**config.mk**
```make
export PLATFORM = sky130hd
export DESIGN_NAME = wb_spi_top
export DESIGN_NICKNAME = d
export VERILOG_FILES = /design/src/rtl/wb_spi_pkg.sv /design/src/rtl/spi_shift_engine.sv /design/src/rtl/wb_spi_top.sv
export SDC_FILE = /design/constraint.sdc
export NUM_CORES = 1
export LEC_CHECK = 0
export BUFFER_PORTS_ARGS = -buffer_cell sky130_fd_sc_hd__buf_2
export CAP_MARGIN = 40
export CORE_MARGIN = 3
export CORE_UTILIZATION = 35
export CTS_CLUSTER_SIZE = 20
export DETAILED_ROUTE_END_ITERATION = 12
export GPL_TIMING_DRIVEN = 0
export HOLD_SLACK_MARGIN = 0.02
export SYNTH_ARGS = -nofsm -noshare
export SYNTH_HDL_FRONTEND = slang
export SYNTH_SLANG_ARGS = --single-unit
```
**constraint.sdc**
```tcl
create_clock -name CLK_I -period 3.35 [get_ports CLK_I]
set_input_delay 0.8375 -clock CLK_I [delete_from_list [all_inputs] [get_ports CLK_I]]
set_output_delay 0.8375 -clock CLK_I [all_outputs]
set_load 0.02 [all_outputs]
```
**src/rtl/wb_spi_pkg.sv**
```systemverilog
// Shared register map, control/status bit positions and shifter state encoding
// for the Wishbone SPI master.
package wb_spi_pkg;

  localparam logic [7:0] ADDR_STATUS = 8'h00;
  localparam logic [7:0] ADDR_TXDATA = 8'h01;
  localparam logic [7:0] ADDR_CTRL   = 8'h02;
  localparam logic [7:0] ADDR_RXDATA = 8'h03;

  localparam int STAT_BUSY    = 0;
  localparam int STAT_DONE    = 1;

  localparam int CTRL_START   = 0;
  localparam int CTRL_NB_LSB  = 1;
  localparam int CTRL_DIV_LSB = 8;
  localparam int CTRL_WP_N    = 16;
  localparam int CTRL_HOLD_N  = 17;
  localparam int CTRL_RESET   = 18;

  typedef enum logic [1:0] {
    ST_IDLE   = 2'd0,
    ST_SHIFT  = 2'd1,
    ST_FINISH = 2'd2
  } state_e;

  typedef struct packed {
    logic       reset;
    logic       hold_n;
    logic       wp_n;
    logic [7:0] div;
    logic [1:0] nb;
  } ctrl_t;

  // CTRL as seen on the bus; START always reads back 0.
  function automatic logic [31:0] ctrl_word(input ctrl_t c);
    logic [31:0] w;
    w                      = '0;
    w[CTRL_NB_LSB +: 2]    = c.nb;
    w[CTRL_DIV_LSB +: 8]   = c.div;
    w[CTRL_WP_N]           = c.wp_n;
    w[CTRL_HOLD_N]         = c.hold_n;
    w[CTRL_RESET]          = c.reset;
    return w;
  endfunction

endpackage

```
**src/rtl/spi_shift_engine.sv**
```systemverilog
// Mode-0 SPI shifter with programmable SCK divider: shifts 8..32 bits MSB-first,
// samples MISO on rising SCK, holds CS_N low one half-period after the last fall.
module spi_shift_engine
  import wb_spi_pkg::*;
(
  input  logic        clk_i,
  input  logic        rst_ni,
  input  logic        start_i,
  input  logic [1:0]  nb_i,
  input  logic [7:0]  div_i,
  input  logic [31:0] tx_i,
  input  logic        miso_i,
  output logic        sck_o,
  output logic        mosi_o,
  output logic        cs_n_o,
  output logic        busy_o,
  output logic        done_o,
  output logic [31:0] rx_o
);

  state_e      state_q, state_d;
  logic [7:0]  cnt_q, cnt_d;
  logic [5:0]  bits_q, bits_d;
  logic [31:0] sh_q, sh_d;
  logic [31:0] rx_q, rx_d;
  logic        sck_q, sck_d;
  logic        tick;

  assign tick   = (cnt_q >= div_i);
  assign cs_n_o = (state_q == ST_IDLE);
  assign busy_o = ~cs_n_o;
  assign sck_o  = sck_q;
  assign mosi_o = ~cs_n_o & sh_q[31];
  assign rx_o   = rx_q;

  always_ff @(posedge clk_i or negedge rst_ni) begin
    if (!rst_ni) begin
      state_q <= ST_IDLE;
      cnt_q   <= '0;
      bits_q  <= '0;
      sh_q    <= '0;
      rx_q    <= '0;
      sck_q   <= 1'b0;
    end else begin
      state_q <= state_d;
      cnt_q   <= cnt_d;
      bits_q  <= bits_d;
      sh_q    <= sh_d;
      rx_q    <= rx_d;
      sck_q   <= sck_d;
    end
  end

  always_comb begin
    state_d = state_q;
    cnt_d   = cnt_q;
    bits_d  = bits_q;
    sh_d    = sh_q;
    rx_d    = rx_q;
    sck_d   = sck_q;
    done_o  = 1'b0;
    case (state_q)
      ST_IDLE: begin
        sck_d = 1'b0;
        if (start_i) begin
          state_d = ST_SHIFT;
          sh_d    = tx_i;
          rx_d    = '0;
          cnt_d   = '0;
          bits_d  = ({4'd0, nb_i} + 6'd1) << 3;
        end
      end
      ST_SHIFT: begin
        if (tick) begin
          cnt_d = '0;
          sck_d = ~sck_q;
          if (!sck_q) begin
            rx_d = {rx_q[30:0], miso_i};
          end else begin
            // Falling edge: advance MOSI unless this was the final bit.
            bits_d = bits_q - 6'd1;
            if (bits_q == 6'd1) state_d = ST_FINISH;
            else                sh_d    = {sh_q[30:0], 1'b0};
          end
        end else begin
          cnt_d = cnt_q + 8'd1;
        end
      end
      ST_FINISH: begin
        if (tick) begin
          state_d = ST_IDLE;
          cnt_d   = '0;
          done_o  = 1'b1;
        end else begin
          cnt_d = cnt_q + 8'd1;
        end
      end
      default: state_d = ST_IDLE;
    endcase
  end

endmodule

```
**src/rtl/wb_spi_top.sv**
```systemverilog
// Wishbone slave front-end of the SPI master: register decode, single-cycle ACK,
// control/status registers and the pin-level strap outputs.
module wb_spi_top
  import wb_spi_pkg::*;
#(
  parameter int unsigned DEFAULT_DIV = 1
) (
  input  logic        CLK_I,
  input  logic        RST_I,
  input  logic [7:0]  ADR_I,
  input  logic [31:0] DAT_I,
  output logic [31:0] DAT_O,
  input  logic        WE_I,
  input  logic        STB_I,
  input  logic        CYC_I,
  output logic        ACK_O,
  output logic        SPI_CLK,
  output logic        SPI_MOSI,
  input  logic        SPI_MISO,
  output logic        SPI_CS_N,
  output logic        SPI_WP_N,
  output logic        SPI_HOLD_N,
  output logic        SPI_RESET
);

  logic        ack_q, ack_d;
  logic        seen_q;
  logic [31:0] dat_q;
  logic [31:0] tx_q;
  ctrl_t       ctrl_q;
  logic        done_q;
  logic        req, wr, start, busy, eng_done;
  logic [31:0] rx, rdata;

  // One ACK per strobe: a held STB must drop before the next access.
  assign req   = STB_I & CYC_I;
  assign ack_d = req & ~seen_q;
  assign wr    = ack_d & WE_I;
  assign start = wr & (ADR_I == ADDR_CTRL) & DAT_I[CTRL_START] & ~busy;

  assign ACK_O      = ack_q;
  assign DAT_O      = dat_q;
  assign SPI_WP_N   = ctrl_q.wp_n;
  assign SPI_HOLD_N = ctrl_q.hold_n;
  assign SPI_RESET  = ctrl_q.reset;

  always_comb begin
    rdata = '0;
    case (ADR_I)
      ADDR_STATUS: begin
        rdata[STAT_BUSY] = busy;
        rdata[STAT_DONE] = done_q;
      end
      ADDR_TXDATA: rdata = tx_q;
      ADDR_CTRL:   rdata = ctrl_word(ctrl_q);
      ADDR_RXDATA: rdata = rx;
      default:     rdata = '0;
    endcase
  end

  always_ff @(posedge CLK_I or negedge RST_I) begin
    if (!RST_I) begin
      ack_q         <= 1'b0;
      seen_q        <= 1'b0;
      dat_q         <= '0;
      tx_q          <= '0;
      done_q        <= 1'b0;
      ctrl_q.reset  <= 1'b0;
      ctrl_q.hold_n <= 1'b1;
      ctrl_q.wp_n   <= 1'b1;
      ctrl_q.div    <= 8'(DEFAULT_DIV);
      ctrl_q.nb     <= 2'd0;
    end else begin
      ack_q  <= ack_d;
      seen_q <= req;
      if (ack_d && !WE_I) dat_q <= rdata;
      if (wr && !busy) begin
        if (ADR_I == ADDR_TXDATA) tx_q <= DAT_I;
        if (ADR_I == ADDR_CTRL) begin
          ctrl_q.nb     <= DAT_I[CTRL_NB_LSB +: 2];
          ctrl_q.div    <= DAT_I[CTRL_DIV_LSB +: 8];
          ctrl_q.wp_n   <= DAT_I[CTRL_WP_N];
          ctrl_q.hold_n <= DAT_I[CTRL_HOLD_N];
          ctrl_q.reset  <= DAT_I[CTRL_RESET];
        end
      end
      if (start)         done_q <= 1'b0;
      else if (eng_done) done_q <= 1'b1;
    end
  end

  // NBYTES comes straight off the bus so a single CTRL write can both
  // program the length and start; DIV is only used after CTRL has settled.
  spi_shift_engine u_eng (
    .clk_i  (CLK_I),
    .rst_ni (RST_I),
    .start_i(start),
    .nb_i   (DAT_I[CTRL_NB_LSB +: 2]),
    .div_i  (ctrl_q.div),
    .tx_i   (tx_q),
    .miso_i (SPI_MISO),
    .sck_o  (SPI_CLK),
    .mosi_o (SPI_MOSI),
    .cs_n_o (SPI_CS_N),
    .busy_o (busy),
    .done_o (eng_done),
    .rx_o   (rx)
  );

endmodule

```
Yosys cells after proc, flatten, opt, wreduce, memory -nomap -nowiden
Index checks and enable logic that the tools add are counted.
- register bits after elaboration: 161
- output and inout port bits: 39
- logic and storage cells: 90
- add/subtract/negate cells: 3
- $lt $le $gt $ge: 1
- equality and inequality tests: 13
- muxes and demuxes: 30
- bitwise logic cells: 10
- reductions and logical operators: 17
- operators by type and width (cell ; number):
    $mux 32 ; 7
    $pmux 32 s2 ; 2
    $pmux 30 s3 ; 1
    $mux 6 ; 3
    $eq 8x2->1 const B ; 2
    $mux 8 ; 2
    $pmux 8 s2 ; 1
    $pmux 6 s2 ; 1
    $mux 2 ; 5
    $reduce_and 5->1 ; 2
    $add 8x1->8 const B ; 1
    $eq 8x1->1 const B ; 1
    $ge 8x8->1 ; 1
    $logic_not 8->1 ; 1
    $ne 2x1->1 const B ; 4
    $pmux 2 s4 ; 1
    $reduce_and 2->1 ; 4
    $reduce_and 4->1 ; 2
    $and 1x1->1 ; 7
    $eq 6x1->1 const B ; 1
    $ne 2x2->1 const B ; 3
    $pmux 2 s3 ; 1
    $reduce_bool 2->1 ; 3
    $sub 6x1->6 const B ; 1
    10 further kinds ; 17

Longest topological paths before layout
- depth after elaboration: 8
- mapped depth: 9
- depth with buffers taken out: 8

By module
A second synthesis with hierarchy kept.
- cells, all modules: 712
- area total of the unflattened synthesis: 8245.4 um^2
- modules (own cells, without submodules) (module ; instances ; cells an instance ; area an instance (um^2)):
    spi_shift_engine ; 1 ; 440 ; 4609.4
    wb_spi_top ; 1 ; 272 ; 3636.0

Worst setup path before layout
No wires, ideal clock.
- path type: input-to-reg
- start: input ADR_I[3]
- end: register u_eng.sh_q[6]
- setup time: 0.123 ns
- arrival: 2.534 ns
- slack: 0.693 ns
- cell stages on the path: 7
- path buffers: 2
- cells stage by stage: or4_4 nor4_4 mux2_4 buf_6 nand4_2 buf_2 o221a_2
- cells in the longest elaborated chain, start to end: 6
- ends and longest elaborated chain (item ; RTL line ; text):
    start, declared ; wb_spi_top.sv:10 ; input logic [7:0] ADR_I,
    $eq 8x2->1 ; wb_spi_top.sv:39 ; assign start = wr & (ADR_I == ADDR_CTRL) & DAT_I[CTRL_START] & ~busy;
    $and 1x1->1 (3 in series) ; wb_spi_top.sv:39 ;
    $ne 2x2->1 (no line) ; -- ;
    $reduce_and 5->1 (no line) ; -- ;
    end signal, assigned ; spi_shift_engine.sv:41 ; sh_q <= '0;
    end signal, assigned ; spi_shift_engine.sv:48 ; sh_q <= sh_d;
    end, declared ; spi_shift_engine.sv:24 ; logic [31:0] sh_q, sh_d;
No other way between the ends.
A chain may end at the register's enable or synchronous reset.

Final worst setup path
- start: register ctrl_q[2] in the netlist's numbering
- end: register u_eng.rx_q[16], in the netlist u_eng.rx_o[16]
- cells in the longest elaborated chain, start to end: 3
- ends and longest elaborated chain (item ; RTL line ; text):
    start, declared ; wb_spi_top.sv:30 ; ctrl_t ctrl_q;
    $ge 8x8->1 ; spi_shift_engine.sv:29 ; assign tick = (cnt_q >= div_i);
    $ne 2x1->1 (no line) ; -- ;
    $reduce_and 4->1 (no line) ; -- ;
    end signal, assigned ; spi_shift_engine.sv:49 ; rx_q <= rx_d;
    end, declared ; spi_shift_engine.sv:25 ; logic [31:0] rx_q, rx_d;
No other way between the ends.

==> run summary <==
Worst R2R Path Depth: 8
die span in x: 150 um
crit path from: ctrl_q[2]
Port-buffer cells: 82
via density per instance: 5.44
fin util: 43.2%
num ports: 85
synthesized cell area: 7240 sq um
starting density of the core: 36.4%
slowest cell on the critical path: dfstp_2
vias in the first global route: 5621
Hold WC Path Type: primary input to asynchronous set/reset pin
WHS: 0.427 ns
FF+latch count, synth: 161
Buf/Inv on CP: 1
measured slew at the worst slew-check pin: 0.891 ns
# DRC: 0
Max Buffers Root-to-Sink: 2
Routability Congestion: 0.842
critical-path maximum fanout: 10
gate count of the mapped netlist: 616
post-placement cell area: 8020 sq um
Hold-fix buffers, CTS: 0
Worst Path Required: 3.70 ns
Reg clk slew, reported paths: 0.06 ns
CTS Sinks: 161
slowest stage delay, CP: 0.55 ns
Unique masters post-synth: 50
FF-to-FF Start: ctrl_q[2]
placement row count: 51
crit path launch type: register
# diodes: 0
delay-heaviest family, CP: compound AO/OA/AOI/OAI gates
final setup vio count: 0
syn_area_per_cell: 11.8 sq um
synth-to-layout area growth: 18.6%
Syn Nets: 677
non-filler cells, final: 995
total congestion overflow: 0
critical path class: register to register
crit-path cells: ha_1, nand2b_1, a2111oi_2, o21a_1, o21ai_0, nand2_1, clkbuf_1, a22o_1
largest net degree at the start of global routing: 91
power consumption: 4.17 mW
Max IR drop VDD: 269 uV
reg2reg end: u_eng.rx_o[16]
Main synth FF type: dfrtp_1
vias post-DR: 5417
die area: 22500 sq um
ys async rst share: 100%
initial antenna violation count: 0
clk_lat worst skew: 0.42 ns
CTS tree: done
PwrDens: 485 nW/um^2
Initial DRC Count: 438
crit path to: u_eng.rx_o[16]
RSZ-0062 raised after global routing: no
gr usage total: 16.8%
area of all placed cells without fillers: 8590 sq um
Final Slew Violations: 0
r2r setup slk: 0.48 ns
P_leak: 4.32 nW
CTS resizes: 0
post-synthesis sequential area ratio: 55.7%
clk_skew: 0.0113 ns
Layout Nets: 779
CTS Buf Count: 17
Synth warnings: 0
Post-CTS Setup Bufs: 0
share of layout cells above drive strength 1: 28.2%
drt wl/cell: 18.2 um
outcome: finished clean
Post-Route WL: 18200 um
Routed Antenna Nets: 0
WP depth: 8
max_cap viols: 0
WP data arrival: 3.22 ns
root buffer cell: clkbuf_16
Place WS: 0.175 ns
Die Y: 150 um
element type at the critical path end: register
placed cell count: 964
Tcrit/Tclk final: 85.8%
H-tree lvl count: 4
dpl hpwl: 13000 um
Post-synth EDFFs: 0
Core ar.: 19900 sq um
worst setup margin: 0.476 ns
drt pass-1 iters: 4
Hold Fails Final Rpt: 0
first-pass GRT wire length: 29800 um
Fmax achieved: 348 MHz
Period minus WS final: 2.87 ns
relative slew slack: 40.6%
setup TNS: 0 ns
[where the power goes]
part | internal [mW] | switching, mW
Combinational | 0.0839 | 0.139
Clock | 1.18 | 0.729
Sequential | 1.99 | 0.0476
[flip-flops by register name (all words and copies together) (netlist names), 2 cells and up]
signal	flops
u_eng.sh_q	32
u_eng.cnt_q	8
u_eng.state_q	2
ctrl_q	10
tx_q	32
u_eng.bits_q	6
DAT_O	32
u_eng.rx_o	32
[worst min path at each step]
stage / from / endpoint / cells after the start
3_5_place_dp: seen_q / ACK_O / 1
6_report: RST_I / u_eng.bits_q[2] / 1
3_3_place_gp: seen_q / ACK_O / 1
4_1_cts: RST_I / u_eng.bits_q[2] / 1
5_1_grt: RST_I / u_eng.bits_q[2] / 1
2_1_floorplan: seen_q / ACK_O / 1
[cell usage after synthesis, types with 2 or more instances]
cell,number,area [sq um]
o21ai_0,59,295
nand2_1,67,251
inv_1,17,63.8
or3_1,33,206
a21oi_1,8,40.0
dfrtp_1,158,3950
a22oi_1,13,97.6
nor4_1,2,12.5
a211o_1,4,35.0
o31ai_1,2,15.0
clkbuf_1,24,90.1
a22o_1,36,315
nand2b_1,2,12.5
buf_2,8,40.0
mux2_2,43,484
nand3b_1,2,15.0
o221a_1,4,45.0
buf_1,4,15.0
o22ai_1,2,12.5
or2_2,3,18.8
ha_1,15,188
buf_6,4,45.0
nor2b_1,2,12.5
mux2i_1,24,240
o21a_1,2,15.0
dfstp_2,3,78.8
nand4b_1,2,17.5
nand3_1,7,35.0
nor2_1,13,48.8
nor3_1,5,25.0
o221a_2,27,304
and3_1,3,18.8
[metal layers]
layer / up-vias / global-route usage [%] / routed length, um
met5: - / 0 / 0
met4: 0 / 4.48 / 231
li1: 2479 / - / -
met3: 17 / 3.88 / 1090
met1: 2764 / 22.9 / 8300
met2: 157 / 27.1 / 8530
[cell usage in the layout, fill, tap and decap left out, types with 4 or more instances in the layout]
cell,instances
a211o_1,4
a21oi_1,8
a22o_1,36
a22oi_1,13
buf_1,4
buf_2,89
buf_6,5
clkbuf_1,30
clkbuf_16,17
dfrtp_1,158
ha_1,15
inv_1,17
mux2_2,43
mux2i_1,24
nand2_1,67
nand3_1,7
nor2_1,13
nor3_1,5
o21ai_0,59
o221a_1,4
o221a_2,27
or3_1,33
[logic make-up (layout without fill, tap and decap cells)]
logic type | count (synthesis) | count (layout) | synth area share, %
compound gates | 163 | 163 | 17.0
buf+inv | 58 | 172 | 3.58
flops | 161 | 161 | 55.7
mux | 69 | 69 | 10.5
simple gates | 150 | 150 | 10.7
fa+ha+maj | 15 | 15 | 2.59
[final cells by class]
| type | count | area [sq um] |
|---|---|---|
| buffer | 41 | 195 |
| clock buffer | 24 | 462 |
| clock inverter | 7 | 113 |
| fill | 1892 | 11300 |
| inverter | 17 | 63.8 |
| multi-input combinational | 397 | 2950 |
| sequential | 161 | 4030 |
| tap | 265 | 332 |
| timing repair buffer | 83 | 444 |
[worst reg2reg max path, delay by kind of cell, from the launching register on]
| kind | cells | cell delay (ns) |
|---|---|---|
| AOI/OAI and AO/OA | 4 | 1.18 |
| DFF | 1 | 0.55 |
| and+or+nand+nor | 2 | 0.38 |
| adders and majority gates | 1 | 0.23 |
| buffers and inverters | 1 | 0.48 |
No activity file was read; power rests on OpenSTA's default activity.
